$ cat config.mk
export PLATFORM = sky130hd
export DESIGN_NAME = fx_mst_flat
export DESIGN_NICKNAME = d
export VERILOG_FILES = /design/src/rtl/fx_mst_if.sv /design/src/rtl/fx_mst.sv /design/src/flat_wrapper.sv
export SDC_FILE = /design/constraint.sdc
export NUM_CORES = 1
export LEC_CHECK = 0
export ABC_AREA = 1
export BUFFER_PORTS_ARGS = -buffer_cell sky130_fd_sc_hd__buf_2
export CAP_MARGIN = 20
export CORE_MARGIN = 1.5
export CORE_UTILIZATION = 52
export DETAILED_ROUTE_END_ITERATION = 12
export HOLD_SLACK_MARGIN = 0.08
export PLACE_DENSITY = 0.89
export REMOVE_ABC_BUFFERS = 1
export SKIP_CTS_REPAIR_TIMING = 1
export SLEW_MARGIN = 20
export SYNTH_ARGS = -nofsm -noshare
export SYNTH_HDL_FRONTEND = slang
export SYNTH_SLANG_ARGS = --single-unit
$ cat constraint.sdc
create_clock -name clk_sys -period 2.6 [get_ports clk_sys]
set_clock_uncertainty 0.1 [all_clocks]
set_input_delay 0.52 -clock clk_sys [delete_from_list [all_inputs] [get_ports clk_sys]]
set_output_delay 0.52 -clock clk_sys [all_outputs]
set_load 0.02 [all_outputs]
$ cat src/rtl/fx_mst_if.sv
// fx_mst_if: command handshake plus fx register bus bundle.
// master = initiator view, slave = command source / bus side.
interface fx_mst_if #(
   parameter int AW = 16
);
   logic          cmd_req;
   logic          cmd_wr;
   logic [AW-1:0] cmd_addr;
   logic [7:0]    cmd_wdata;
   logic          cmd_busy;
   logic          cmd_ack;
   logic [7:0]    cmd_rdata;
   logic [AW-1:0] fx_addr;
   logic [7:0]    fx_data;
   logic          fx_wr;
   logic          fx_rd;
   logic [7:0]    fx_q;

   modport master (
      input  cmd_req, cmd_wr, cmd_addr, cmd_wdata, fx_q,
      output cmd_busy, cmd_ack, cmd_rdata,
      output fx_addr, fx_data, fx_wr, fx_rd
   );

   modport slave (
      output cmd_req, cmd_wr, cmd_addr, cmd_wdata, fx_q,
      input  cmd_busy, cmd_ack, cmd_rdata,
      input  fx_addr, fx_data, fx_wr, fx_rd
   );
endinterface

$ cat src/rtl/fx_mst.sv
// fx_mst: single-command initiator for the fx register bus.
// All outputs registered; read data sampled after RD_LAT cycles.
module fx_mst #(
   parameter int AW      = 16,
   parameter int RD_LAT  = 2,
   parameter int WR_HOLD = 1
) (
   input logic      clk_sys,
   input logic      rst_n,
   fx_mst_if.master bus
);
   localparam int RL = (RD_LAT < 1) ? 1 : RD_LAT;
   localparam int WH = (WR_HOLD < 1) ? 1 : WR_HOLD;
   localparam logic [3:0] RL_M1 = 4'(RL - 1);
   localparam logic [3:0] WH_M1 = 4'(WH - 1);

   typedef enum logic [2:0] {
      IDLE, WR, RD, WAIT, DONE
   } state_t;

   state_t        state, state_d;
   logic [3:0]    cnt, cnt_d;
   logic [AW-1:0] addr, addr_d;
   logic [7:0]    data, data_d;
   logic [7:0]    rdata, rdata_d;
   logic          busy, busy_d;
   logic          ack, ack_d;
   logic          wr, wr_d;
   logic          rd, rd_d;

   // state and all registered outputs; reset clears strobes at once
   always_ff @(posedge clk_sys or negedge rst_n) begin
      if (!rst_n) begin
         state <= IDLE;
         cnt   <= '0;
         addr  <= '0;
         data  <= '0;
         rdata <= '0;
         busy  <= 1'b0;
         ack   <= 1'b0;
         wr    <= 1'b0;
         rd    <= 1'b0;
      end else begin
         state <= state_d;
         cnt   <= cnt_d;
         addr  <= addr_d;
         data  <= data_d;
         rdata <= rdata_d;
         busy  <= busy_d;
         ack   <= ack_d;
         wr    <= wr_d;
         rd    <= rd_d;
      end
   end

   // next-state and next-output values for the registered outputs
   always_comb begin
      state_d = state;
      cnt_d   = cnt;
      addr_d  = addr;
      data_d  = data;
      rdata_d = rdata;
      busy_d  = busy;
      ack_d   = 1'b0;
      wr_d    = wr;
      rd_d    = rd;
      case (state)
         IDLE: begin
            if (bus.cmd_req) begin
               addr_d = bus.cmd_addr;
               data_d = bus.cmd_wdata;
               busy_d = 1'b1;
               if (bus.cmd_wr) begin
                  wr_d    = 1'b1;
                  cnt_d   = WH_M1;
                  state_d = WR;
               end else begin
                  rd_d    = 1'b1;
                  state_d = RD;
               end
            end
         end
         WR: begin
            if (cnt == 4'd0) begin
               wr_d    = 1'b0;
               ack_d   = 1'b1;
               state_d = DONE;
            end else begin
               cnt_d = cnt - 4'd1;
            end
         end
         RD: begin
            rd_d    = 1'b0;
            cnt_d   = RL_M1;
            state_d = WAIT;
         end
         WAIT: begin
            if (cnt == 4'd0) begin
               rdata_d = bus.fx_q;
               ack_d   = 1'b1;
               state_d = DONE;
            end else begin
               cnt_d = cnt - 4'd1;
            end
         end
         DONE: begin
            busy_d  = 1'b0;
            state_d = IDLE;
         end
         default: begin
            busy_d  = 1'b0;
            wr_d    = 1'b0;
            rd_d    = 1'b0;
            state_d = IDLE;
         end
      endcase
   end

   assign bus.cmd_busy  = busy;
   assign bus.cmd_ack   = ack;
   assign bus.cmd_rdata = rdata;
   assign bus.fx_addr   = addr;
   assign bus.fx_data   = data;
   assign bus.fx_wr     = wr;
   assign bus.fx_rd     = rd;
endmodule

$ cat src/flat_wrapper.sv
// flat-port wrapper written by rule: the top's interface ports become plain ports
module fx_mst_flat 
#(
   parameter int AW      = 16,
   parameter int RD_LAT  = 2,
   parameter int WR_HOLD = 1
)
  (clk_sys, rst_n, bus_cmd_req, bus_cmd_wr, bus_cmd_addr, bus_cmd_wdata, bus_fx_q, bus_cmd_busy, bus_cmd_ack, bus_cmd_rdata, bus_fx_addr, bus_fx_data, bus_fx_wr, bus_fx_rd);
  fx_mst_if #(.AW(AW)) bus_i ();
  input logic clk_sys;
  input logic rst_n;
  input wire logic [$bits(bus_i.cmd_req)-1:0] bus_cmd_req;
  input wire logic [$bits(bus_i.cmd_wr)-1:0] bus_cmd_wr;
  input wire logic [$bits(bus_i.cmd_addr)-1:0] bus_cmd_addr;
  input wire logic [$bits(bus_i.cmd_wdata)-1:0] bus_cmd_wdata;
  input wire logic [$bits(bus_i.fx_q)-1:0] bus_fx_q;
  output wire logic [$bits(bus_i.cmd_busy)-1:0] bus_cmd_busy;
  output wire logic [$bits(bus_i.cmd_ack)-1:0] bus_cmd_ack;
  output wire logic [$bits(bus_i.cmd_rdata)-1:0] bus_cmd_rdata;
  output wire logic [$bits(bus_i.fx_addr)-1:0] bus_fx_addr;
  output wire logic [$bits(bus_i.fx_data)-1:0] bus_fx_data;
  output wire logic [$bits(bus_i.fx_wr)-1:0] bus_fx_wr;
  output wire logic [$bits(bus_i.fx_rd)-1:0] bus_fx_rd;
  assign bus_i.cmd_req = bus_cmd_req;
  assign bus_i.cmd_wr = bus_cmd_wr;
  assign bus_i.cmd_addr = bus_cmd_addr;
  assign bus_i.cmd_wdata = bus_cmd_wdata;
  assign bus_i.fx_q = bus_fx_q;
  assign bus_cmd_busy = bus_i.cmd_busy;
  assign bus_cmd_ack = bus_i.cmd_ack;
  assign bus_cmd_rdata = bus_i.cmd_rdata;
  assign bus_fx_addr = bus_i.fx_addr;
  assign bus_fx_data = bus_i.fx_data;
  assign bus_fx_wr = bus_i.fx_wr;
  assign bus_fx_rd = bus_i.fx_rd;
  fx_mst #(.AW(AW), .RD_LAT(RD_LAT), .WR_HOLD(WR_HOLD)) u_core (.clk_sys(clk_sys), .rst_n(rst_n), .bus(bus_i));
endmodule
Yosys cells after proc, flatten, opt, wreduce, memory -nomap -nowiden. Index checks and enable logic that the tools add are counted.

Add/sub/neg operators: 1. Equal/unequal tests: 10. Mux-type cells: 19. Bitwise gates (word level): 3. Reduce and logical (&&, ||, !) cells: 14.

Operators with widths (count): $mux 4 (3); $pmux 4 s3 (1); $pmux 3 s3 (1); $reduce_or 3->1 (3); $mux 1 (8); $ne 2x2->1 const B (4); $reduce_and 2->1 (4); $reduce_and 4->1 (2); $eq 3x2->1 const B (2); $mux 3 (2); $logic_not 4->1 (1); $ne 2x1->1 const B (2); $pmux 1 s2 (2); $sub 4x1->4 const B (1); $eq 3x1->1 const B (1); $eq 3x3->1 const B (1); $logic_not 3->1 (1); $not 1->1 (3); $pmux 1 s3 (1); $reduce_and 3->1 (1); $reduce_bool 3->1 (1); $mux 2 (1); $reduce_or 2->1 (1).

Register bits after elaboration: 43. Input bits: 36. Output and inout port bits: 36. Logic and storage cells: 56.

Depth between registers and ports, before layout. Gate-level depths: netlist of run 1.

Depth in word-level cells: 4. Mapped depth: 7.

Least setup slack after synthesis of run 1. Ideal clock, no wire load.

Kind: reg-to-reg. From: reg u_core.cnt[0]. To: reg u_core.rdata[0], in the netlist u_core.bus.cmd_rdata[0]. Setup time: 0.117 ns. Arrival time: 1.071 ns. Path slack: 1.312 ns. Cell stages (with the launch flop): 8. Path buffers: 0. Cells stage by stage: dfrtp_1 > inv_1 > ha_1 > nand3_4 > inv_4 > nand2_4 > nand2_1 > nand2_1.

Longest elaborated chain between the ends: 2.

Ends and longest elaborated chain: start: declaration (line fx_mst.sv:22) `logic [3:0] cnt, cnt_d;`; start signal: assignment (line fx_mst.sv:45) `cnt <= cnt_d;`; $logic_not 4->1 (line fx_mst.sv:98) `if (cnt == 4'd0) begin`; $reduce_and 2->1 (no line); end signal: assignment (line fx_mst.sv:48) `rdata <= rdata_d;`; end: declaration (line fx_mst.sv:25) `logic [7:0] rdata, rdata_d;`.

Every way passes these cells. A chain may end at the register's enable or synchronous reset.

Worst setup path after layout of run 1.
From: reg u_core.state[1]. To: reg u_core.addr[8], in the netlist u_core.bus.fx_addr[8].

Longest elaborated chain between the ends: 2.

Ends and longest elaborated chain: start: declaration (line fx_mst.sv:21) `state_t state, state_d;`; start signal: assignment (line fx_mst.sv:44) `state <= state_d;`; $logic_not 3->1 (line fx_mst.sv:67) `case (state)`; $reduce_and 2->1 (no line); end signal: assignment (line fx_mst.sv:46) `addr <= addr_d;`; end: declaration (line fx_mst.sv:23) `logic [AW-1:0] addr, addr_d;`.

Every way passes these cells.

==> flow_summary.json, run 1 <==
{
  "final_nets": 322,
  "clk_latency_ns": 0.34,
  "portBuffers": 71,
  "dr.pass1.iters": 5,
  "rr_startpoint": "u_core.state[1]$_DFFE_PN0P_",
  "status": "finished, final reports clean",
  "worst-r2r-cell-count": 3,
  "p_int_mw": 1.55,
  "cts-root-buf": "clkbuf_4",
  "cp_cell_sequence": "nor2_1 -> nand3_2 -> o21ai_0",
  "rsz0062_at_grt": "no",
  "die_w_um": 63.3,
  "reg2reg_setup_slack_ns": 0.57,
  "required_ns": 2.73,
  "arrival_ns": 2.16,
  "maxSlewHeadroom": 0.407,
  "final_common_cell": "buf_2",
  "synth_top_cells_by_area": "dfrtp_1 57%, nand2_1 13%, o21ai_0 6.6%",
  "path_class": "reg -> reg",
  "numCtsBuffers": 5,
  "area_growth_pct": 22.3,
  "max_freq_ghz": 0.493,
  "synth_area_mm2": 0.00189,
  "path_clk_slew_ns": 0.12,
  "grtUsageTotal": 0.202,
  "synth.distinct_cells": 24,
  "clock_path_buffers": 2,
  "grt_max_degree": 50,
  "hp-class": "in -> async",
  "syn_avg_cell_area_um2": 8.91,
  "diodes": 0,
  "initial_core_util": 0.553,
  "fill_cells": 283,
  "num_vias": 1560,
  "antenna_left": 0,
  "globalRoute.totalOverflow": 0,
  "fin_crit_sh": 0.781,
  "mostFrequentLayoutCells": "71 x buf_2, 65 x nand2_1, 43 x dfrtp_1",
  "p_leak_nw": 1.36,
  "die-area_mm2": 0.00400,
  "p_per_area_mw_per_mm2": 1240,
  "ys_warn_count": 0,
  "finalCriticalPeriod_ns": 2.03,
  "drv_slew": 0,
  "p_seq_frac": 0.406,
  "final_layout_size_suffix_gt1_frac": 0.319,
  "yosysSeqAreaShare": 0.570,
  "routed_wl_um": 3620,
  "synth_top_area_share": 0.570,
  "drc": 0,
  "gp_routability_congestion": 0.829,
  "cpMaxStageDelayCell": "nand3_2",
  "drt_iter0_markers": 102,
  "maxCapViolCount": 0,
  "synth.largest_area_cell": "dfrtp_1",
  "r2r_end": "u_core.bus.fx_addr[8]$_DFFE_PN0P_",
  "antenna_found_initial": 0,
  "grt_pass1_vias": 1492,
  "swShare": 0.461,
  "cp_max_fo": 49,
  "dpl.hpwl_um": 2770,
  "peakVddDrop_mv": 0.594,
  "p_comb_frac": 0.488,
  "cts-htree-levels": 2,
  "p_total_mw": 2.87,
  "power.net_switching_mw": 1.32,
  "ios": 72,
  "yosys_register_bits": 43,
  "hold_viol": 0,
  "clockPowerShare": 0.106,
  "syn-instance-count": 212,
  "max_stage_delay_ns": 0.64,
  "setup_violations": 0,
  "core-area_mm2": 0.00342,
  "drt-wirelength-per-cell_um": 10.9,
  "via_per_inst": 4.71,
  "critPathLaunchType": "flop",
  "tightest_slew_ns": 0.890,
  "grt_pass1_wl_um": 6360,
  "cts_tree": "yes",
  "die_h_um": 63.3,
  "fin_setup_tns_ns": 0,
  "clock_sinks": 43,
  "rows": 21,
  "endpoint_kind": "flop"
}
[sequential cells by signal, indices dropped and copies added (netlist names)]
| signal | flops |
|---|---|
| u_core.bus.cmd_ack | 1 |
| u_core.bus.cmd_busy | 1 |
| u_core.cnt | 4 |
| u_core.bus.fx_data | 8 |
| u_core.state | 3 |
| u_core.bus.cmd_rdata | 8 |
| u_core.bus.fx_addr | 16 |
| u_core.bus.fx_wr | 1 |
| u_core.bus.fx_rd | 1 |
[layer usage]
metal  wire [µm]  GRT usage  vias up
li1            -          -      802
met1        1490      0.246      699
met2        1840      0.351       51
met3         206     0.0411        8
met4          82     0.0842        0
met5           0          0        -
[critical path: cells and delay by family, from the launching register on]
family             cells  cell delay, ns
and+or+nand+nor        2            0.84
DFF                    1            0.54
AOI/OAI and AO/OA      1            0.42
[power groups by stage]
stage	Clock [mW]	Sequential [mW]	Combinational (mW)
after detailed placement	0	1.18	1.42
final	0.305	1.17	1.40
after CTS	0.317	1.17	1.42
after global placement	0	1.17	1.36
after floorplan	0	1.49	0.645
after global routing	0.347	1.21	1.58
[logic make-up (layout without fill, tap and decap cells)]
logic type	count (synthesis)	count (layout)	share of synthesized area
compound gates	32	32	0.0948
xor+xnor	1	1	0.00464
fa+ha+maj	2	2	0.0133
buf+inv	41	114	0.0948
flops	43	43	0.570
simple gates	93	93	0.223
[synth_stat cells]
| library cell | instances |
|---|---|
| inv_4 | 1 |
| dfrtp_1 | 43 |
| nand4_1 | 2 |
| nand3_4 | 1 |
| nand3_2 | 1 |
| nor2_4 | 1 |
| buf_2 | 2 |
| or2_0 | 1 |
| clkbuf_2 | 1 |
| a21oi_1 | 2 |
| o21ai_0 | 25 |
| buf_6 | 1 |
| o21ai_2 | 5 |
| ha_1 | 2 |
| nand2_1 | 65 |
| buf_8 | 1 |
| nand3b_1 | 1 |
| inv_2 | 2 |
| xor2_1 | 1 |
| nand2_4 | 2 |
| nand3_1 | 14 |
| clkbuf_1 | 1 |
| inv_1 | 32 |
| nor2_1 | 5 |
[worst max-delay path by stage]
stage                                     start                                 end  slack (ns)  depth (start not counted)
detailed placement  u_core.state[1]$_DFFE_PN0P_   u_core.bus.fx_addr[7]$_DFFE_PN0P_        0.56                          3
finish              u_core.state[1]$_DFFE_PN0P_   u_core.bus.fx_addr[8]$_DFFE_PN0P_        0.57                          3
global route        u_core.state[1]$_DFFE_PN0P_   u_core.bus.fx_addr[7]$_DFFE_PN0P_        0.23                          3
CTS                 u_core.state[1]$_DFFE_PN0P_   u_core.bus.fx_addr[8]$_DFFE_PN0P_        0.53                          3
floorplan           u_core.state[1]$_DFFE_PN0P_  u_core.bus.fx_addr[11]$_DFFE_PN0P_        0.91                          4
global placement    u_core.state[1]$_DFFE_PN0P_   u_core.bus.fx_data[1]$_DFFE_PN0P_        0.67                          3
[cell type report]
type | instances | area (µm²) | share of cell area
inverter | 35 | 134 | 0.0580
multi-input combinational | 128 | 633 | 0.274
tap | 46 | 57.6 | 0.0249
clock buffer | 6 | 41.3 | 0.0179
timing repair buffer | 71 | 355 | 0.154
sequential | 43 | 1080 | 0.466
clock inverter | 2 | 12.5 | 0.00542
[stage by stage]
| step | worst slack (ns) | hold slack (ns) | utilization | cell area (µm²) | instances |
|---|---|---|---|---|---|
| finish | 0.570 | 0.187 | 0.676 | 2310 | 331 |
| global route | 0.230 | 0.241 | 0.676 | 2310 | 331 |
| global placement | 0.670 | 0.352 | 0.660 | 2260 | 323 |
| CTS | 0.527 | 0.205 | 0.676 | 2310 | 331 |
| detailed placement | 0.558 | 0.357 | 0.660 | 2260 | 323 |
| floorplan | 0.913 | 0.124 | - | 1840 | 206 |
Note: power is estimated with default switching activity, not from simulation.
==> run 2: changes to the inputs <==
CORE_UTILIZATION = 48   (was 52)
PLACE_DENSITY = 0.84   (was 0.89)
clock period = 1.9 ns   (was 2.6 ns; I/O delays follow)
==> run 2 against run 1 <==
Effect of this change: sequential power grew 34%; final area grew 4.1%; largest power group unchanged; critical path type unchanged; via count grew 1.2%; final cell count grew 1.5%; die area grew 7.9%; critical endpoint is now u_core.bus.fx_rd$_DFFE_PN0P_; register-to-register slack lost 0.10 ns; flip-flop and latch count is the same.
==> flow_summary.json, run 2 (same netlist as run 1, synthesis figures left out) <==
{
  "die_h_um": 65.7,
  "clock_sinks": 43,
  "final_common_cell": "buf_2",
  "rows": 22,
  "fin_setup_tns_ns": 0,
  "portBuffers": 71,
  "cts_tree": "yes",
  "drc": 0,
  "critPathLaunchType": "flop",
  "clk_latency_ns": 0.28,
  "max_freq_ghz": 0.698,
  "dp_cells": 328,
  "maxCapViolCount": 0,
  "clock_path_buffers": 2,
  "drt-wirelength-per-cell_um": 11.0,
  "cts-htree-levels": 2,
  "endpoint_kind": "flop",
  "critPathCapture": "u_core.bus.fx_rd$_DFFE_PN0P_",
  "required_ns": 1.98,
  "p_leak_nw": 1.41,
  "p_total_mw": 4.15,
  "die_w_um": 65.7,
  "maxSlewHeadroom": 0.715,
  "stdcell_count": 336,
  "final_layout_size_suffix_gt1_frac": 0.326,
  "worst-r2r-cell-count": 6,
  "tightest_slew_ns": 0.426,
  "hold_start": "bus_fx_q[5]",
  "startpoint": "u_core.state[2]$_DFFE_PN0P_",
  "finalCriticalPeriod_ns": 1.43,
  "mostFrequentLayoutCells": "71 x buf_2, 65 x nand2_1, 43 x dfrtp_1",
  "grt_max_degree": 50,
  "setup_violations": 0,
  "routed_wl_um": 3710,
  "globalRoute.totalOverflow": 0,
  "hp-class": "in -> reg",
  "grtUsageTotal": 0.197,
  "gp_routability_congestion": 0.880,
  "fin_util": 0.647,
  "area_growth_pct": 27.3,
  "dpl.hpwl_um": 2820,
  "die-area_mm2": 0.00432,
  "antenna_left": 0,
  "initial_core_util": 0.508,
  "ios": 72,
  "diodes": 0,
  "numCtsBuffers": 5,
  "grt_pass1_vias": 1490,
  "reg2reg_setup_slack_ns": 0.47,
  "placed_cell_area_mm2": 0.00231,
  "core-area_mm2": 0.00372,
  "cp_max_fo": 7,
  "dr.pass1.iters": 4,
  "p_per_area_mw_per_mm2": 1730,
  "path_class": "reg -> reg",
  "grt_pass1_wl_um": 6480,
  "dp_slack_ns": 0.475,
  "setup_ws_ns": 0.468,
  "rr_startpoint": "u_core.state[2]$_DFFE_PN0P_",
  "drv_slew": 0,
  "path_clk_slew_ns": 0.07,
  "cts-root-buf": "clkbuf_8",
  "final_nets": 326,
  "largest_reg_flops": 16,
  "r2r_end": "u_core.bus.fx_rd$_DFFE_PN0P_",
  "via_per_inst": 4.70,
  "drt_iter0_markers": 94,
  "hold_viol": 0,
  "fill_cells": 317,
  "antenna_found_initial": 0,
  "holdWs_ns": 0.224,
  "num_vias": 1578,
  "status": "finished, final reports clean",
  "rsz0062_at_grt": "no",
  "design_area_mm2": 0.00240,
  "peakVddDrop_mv": 0.839,
  "arrival_ns": 1.51,
  "fin_crit_sh": 0.754
}
run 2: cell count changes in the layout (fill, tap and decap cells not counted), sizes merged:
cell | before | now
buf | 71 | 74
clkinvlp | 1 | 0
dlygate4sd3 | 0 | 1
run 2: area by class of cell:
| class | count | area, µm² | share of cell area |
|---|---|---|---|
| flip-flops and latches | 43 | 1080 | 0.448 |
| multi-input cells | 128 | 633 | 0.263 |
| clock buffers | 6 | 82.6 | 0.0344 |
| inverters | 35 | 134 | 0.0557 |
| well taps | 48 | 60.1 | 0.0250 |
| clock inverters | 1 | 5.00 | 0.00208 |
| repair buffers | 75 | 413 | 0.172 |
run 2: critical path: stages, from the launching register on:
cell	delay, ns
dfrtp_1	0.47
nor2_1	0.38
inv_1	0.11
nand2_1	0.10
nand3_1	0.07
nand2_1	0.06
nand2_1	0.04
run 2: where the power goes:
group	switching, mW	internal (mW)
Sequential	0.230	1.34
Combinational	1.33	0.683
Clock	0.278	0.285
Total	1.84	2.31
run 2: how the worst min path moves through the flow:
stage                     slack (ns)  cells after the start                                  end
after global placement          0.21                      1    u_core.bus.fx_addr[8]$_DFFE_PN0P_
after global routing            0.22                      3  u_core.bus.cmd_rdata[2]$_DFFE_PN0P_
after floorplan                -0.02                      0         u_core.bus.cmd_ack$_DFF_PN0_
final                           0.22                      3  u_core.bus.cmd_rdata[5]$_DFFE_PN0P_
after CTS                      -0.11                      1    u_core.bus.fx_addr[8]$_DFFE_PN0P_
after detailed placement        0.20                      1    u_core.bus.fx_addr[8]$_DFFE_PN0P_
run 2: per-layer routing:
| layer | part of all wire | vias up | GRT usage |
|---|---|---|---|
| met4 | 0.016 | 0 | 0.0859 |
| li1 | - | 802 | - |
| met1 | 0.42 | 714 | 0.227 |
| met3 | 0.068 | 5 | 0.0462 |
| met2 | 0.49 | 57 | 0.345 |
| met5 | 0 | - | 0 |
==> run 3: changes to the inputs <==
clock period = 1.47 ns   (was 1.9 ns; I/O delays follow)
==> run 3 against run 2 <==
Effect of this change: sequential power is 30% higher; critical path depth is 1 higher; fmax is 2.4% higher; count of clock-buffer cells in the layout stayed put; largest power group unchanged; highest routed layer unchanged.
==> flow_summary.json, run 3 (same netlist as run 1, synthesis figures left out) <==
{
  "status": "finished, final reports clean",
  "rows": 22,
  "via_per_inst": 4.75,
  "maxSlewHeadroom": 0.829,
  "dp_slack_ns": 0.0457,
  "holdWs_ns": 0.137,
  "hold_viol": 0,
  "gp_routability_congestion": 0.828,
  "finalCriticalPeriod_ns": 1.40,
  "regArea_mm2": 0.00108,
  "antenna_left": 0,
  "largest_reg_flops": 16,
  "endpoint_kind": "flop",
  "maxCapViolCount": 0,
  "cp_max_fo": 10,
  "dpl.hpwl_um": 2620,
  "p_leak_nw": 1.42,
  "cts-root-buf": "clkbuf_8",
  "critPathLaunchType": "flop",
  "hp-class": "in -> reg",
  "portBuffers": 71,
  "path_clk_slew_ns": 0.07,
  "die_h_um": 65.7,
  "ios": 72,
  "drv_slew": 0,
  "cp_common_cell": "nand2_1",
  "path_delay_family": "flip-flops",
  "peakVddDrop_mv": 0.984,
  "cpMaxStageDelayCell": "dfrtp_1",
  "core-area_mm2": 0.00372,
  "final_nets": 328,
  "final_common_cell": "buf_2",
  "max_freq_ghz": 0.715,
  "initial_core_util": 0.508,
  "cts_tree": "yes",
  "grt_pass1_wl_um": 5960,
  "arrival_ns": 1.47,
  "fin_setup_tns_ns": 0,
  "diodes": 0,
  "design_area_mm2": 0.00244,
  "cp_num_buf_inv": 2,
  "area_growth_pct": 29.2,
  "path_class": "reg -> reg",
  "cp_cell_sequence": "inv_2 -> ha_2 -> nand3_4 -> inv_4 -> nand2_4 -> nand2_1 -> nand2_1",
  "fin_crit_sh": 0.952,
  "globalRoute.totalOverflow": 0,
  "drt-wirelength-per-cell_um": 10.9,
  "mostFrequentLayoutCells": "71 x buf_2, 65 x nand2_1, 43 x dfrtp_1",
  "dr.pass1.iters": 4,
  "antenna_found_initial": 0,
  "clock_sinks": 43,
  "grt_max_degree": 50,
  "placed_cell_area_mm2": 0.00232,
  "die-area_mm2": 0.00432,
  "drt_iter0_markers": 130,
  "cts-htree-levels": 2,
  "multi_input_area_um2": 638,
  "clk_latency_ns": 0.29,
  "num_vias": 1607,
  "clock_path_buffers": 2,
  "routed_wl_um": 3690,
  "max_stage_delay_ns": 0.40,
  "fill_cells": 303,
  "p_per_area_mw_per_mm2": 2280,
  "setup_violations": 0,
  "numCtsBuffers": 5,
  "drc": 0,
  "die_w_um": 65.7,
  "tightest_slew_ns": 0.256,
  "setup_ws_ns": 0.0708,
  "grt_pass1_vias": 1459,
  "final_layout_size_suffix_gt1_frac": 0.338,
  "required_ns": 1.54,
  "grtUsageTotal": 0.183
}
-- run 3: power breakdown --
| part | total (mW) | internal (mW) | switching [mW] |
|---|---|---|---|
| combinational | 2.64 | 0.929 | 1.71 |
| clock | 0.865 | 0.498 | 0.367 |
| sequential | 2.04 | 1.73 | 0.310 |
| total | 5.55 | 3.16 | 2.39 |
-- run 3: layer usage --
layer	share of wire	vias up	routed length, µm	track usage
li1	-	811	-	-
met1	0.44	732	1610	0.202
met2	0.48	60	1770	0.318
met3	0.066	4	244	0.0582
met4	0.016	0	59	0.0859
met5	0	-	0	0
-- run 3: area by class of cell --
type                    count  share of cell area
inverters                  35              0.0549
well taps                  48              0.0246
multi-input cells         128               0.262
clock inverters             1              0.0123
repair buffers             77               0.175
flip-flops and latches     43               0.441
clock buffers               6              0.0298
-- run 3: final timing paths --
check	slack, ns	depth (start not counted)	end	from
worst max-delay path	0.07	7	u_core.bus.cmd_rdata[3]$_DFFE_PN0P_	u_core.cnt[0]$_DFFE_PN0P_
worst min-delay path	0.14	3	u_core.bus.cmd_rdata[6]$_DFFE_PN0P_	bus_fx_q[6]
worst max register to register	0.07	7	u_core.bus.cmd_rdata[3]$_DFFE_PN0P_	u_core.cnt[0]$_DFFE_PN0P_
worst min register to register	0.37	2	u_core.bus.fx_wr$_DFFE_PN0P_	u_core.bus.fx_wr$_DFFE_PN0P_
max in group asynchronous	0.66	3	u_core.bus.cmd_rdata[4]$_DFFE_PN0P_	rst_n
min in group asynchronous	0.39	3	u_core.bus.fx_wr$_DFFE_PN0P_	rst_n
-- run 3: through the flow --
step                utilization  power, mW  std cells
floorplan                     -       3.78        206
global placement          0.625       4.61        330
detailed placement        0.625       4.70        330
CTS                       0.652       5.59        337
global route              0.656       5.99        338
finish                    0.656       5.55        338
-- run 3: worst register-to-register path: cells and delay by family, from the launching register on --
family                   cells  cell delay, ns
adder cells (fa/ha/maj)      1            0.21
AND/OR/NAND/NOR              4            0.34
flip-flops                   1            0.40
buffers and inverters        2            0.24
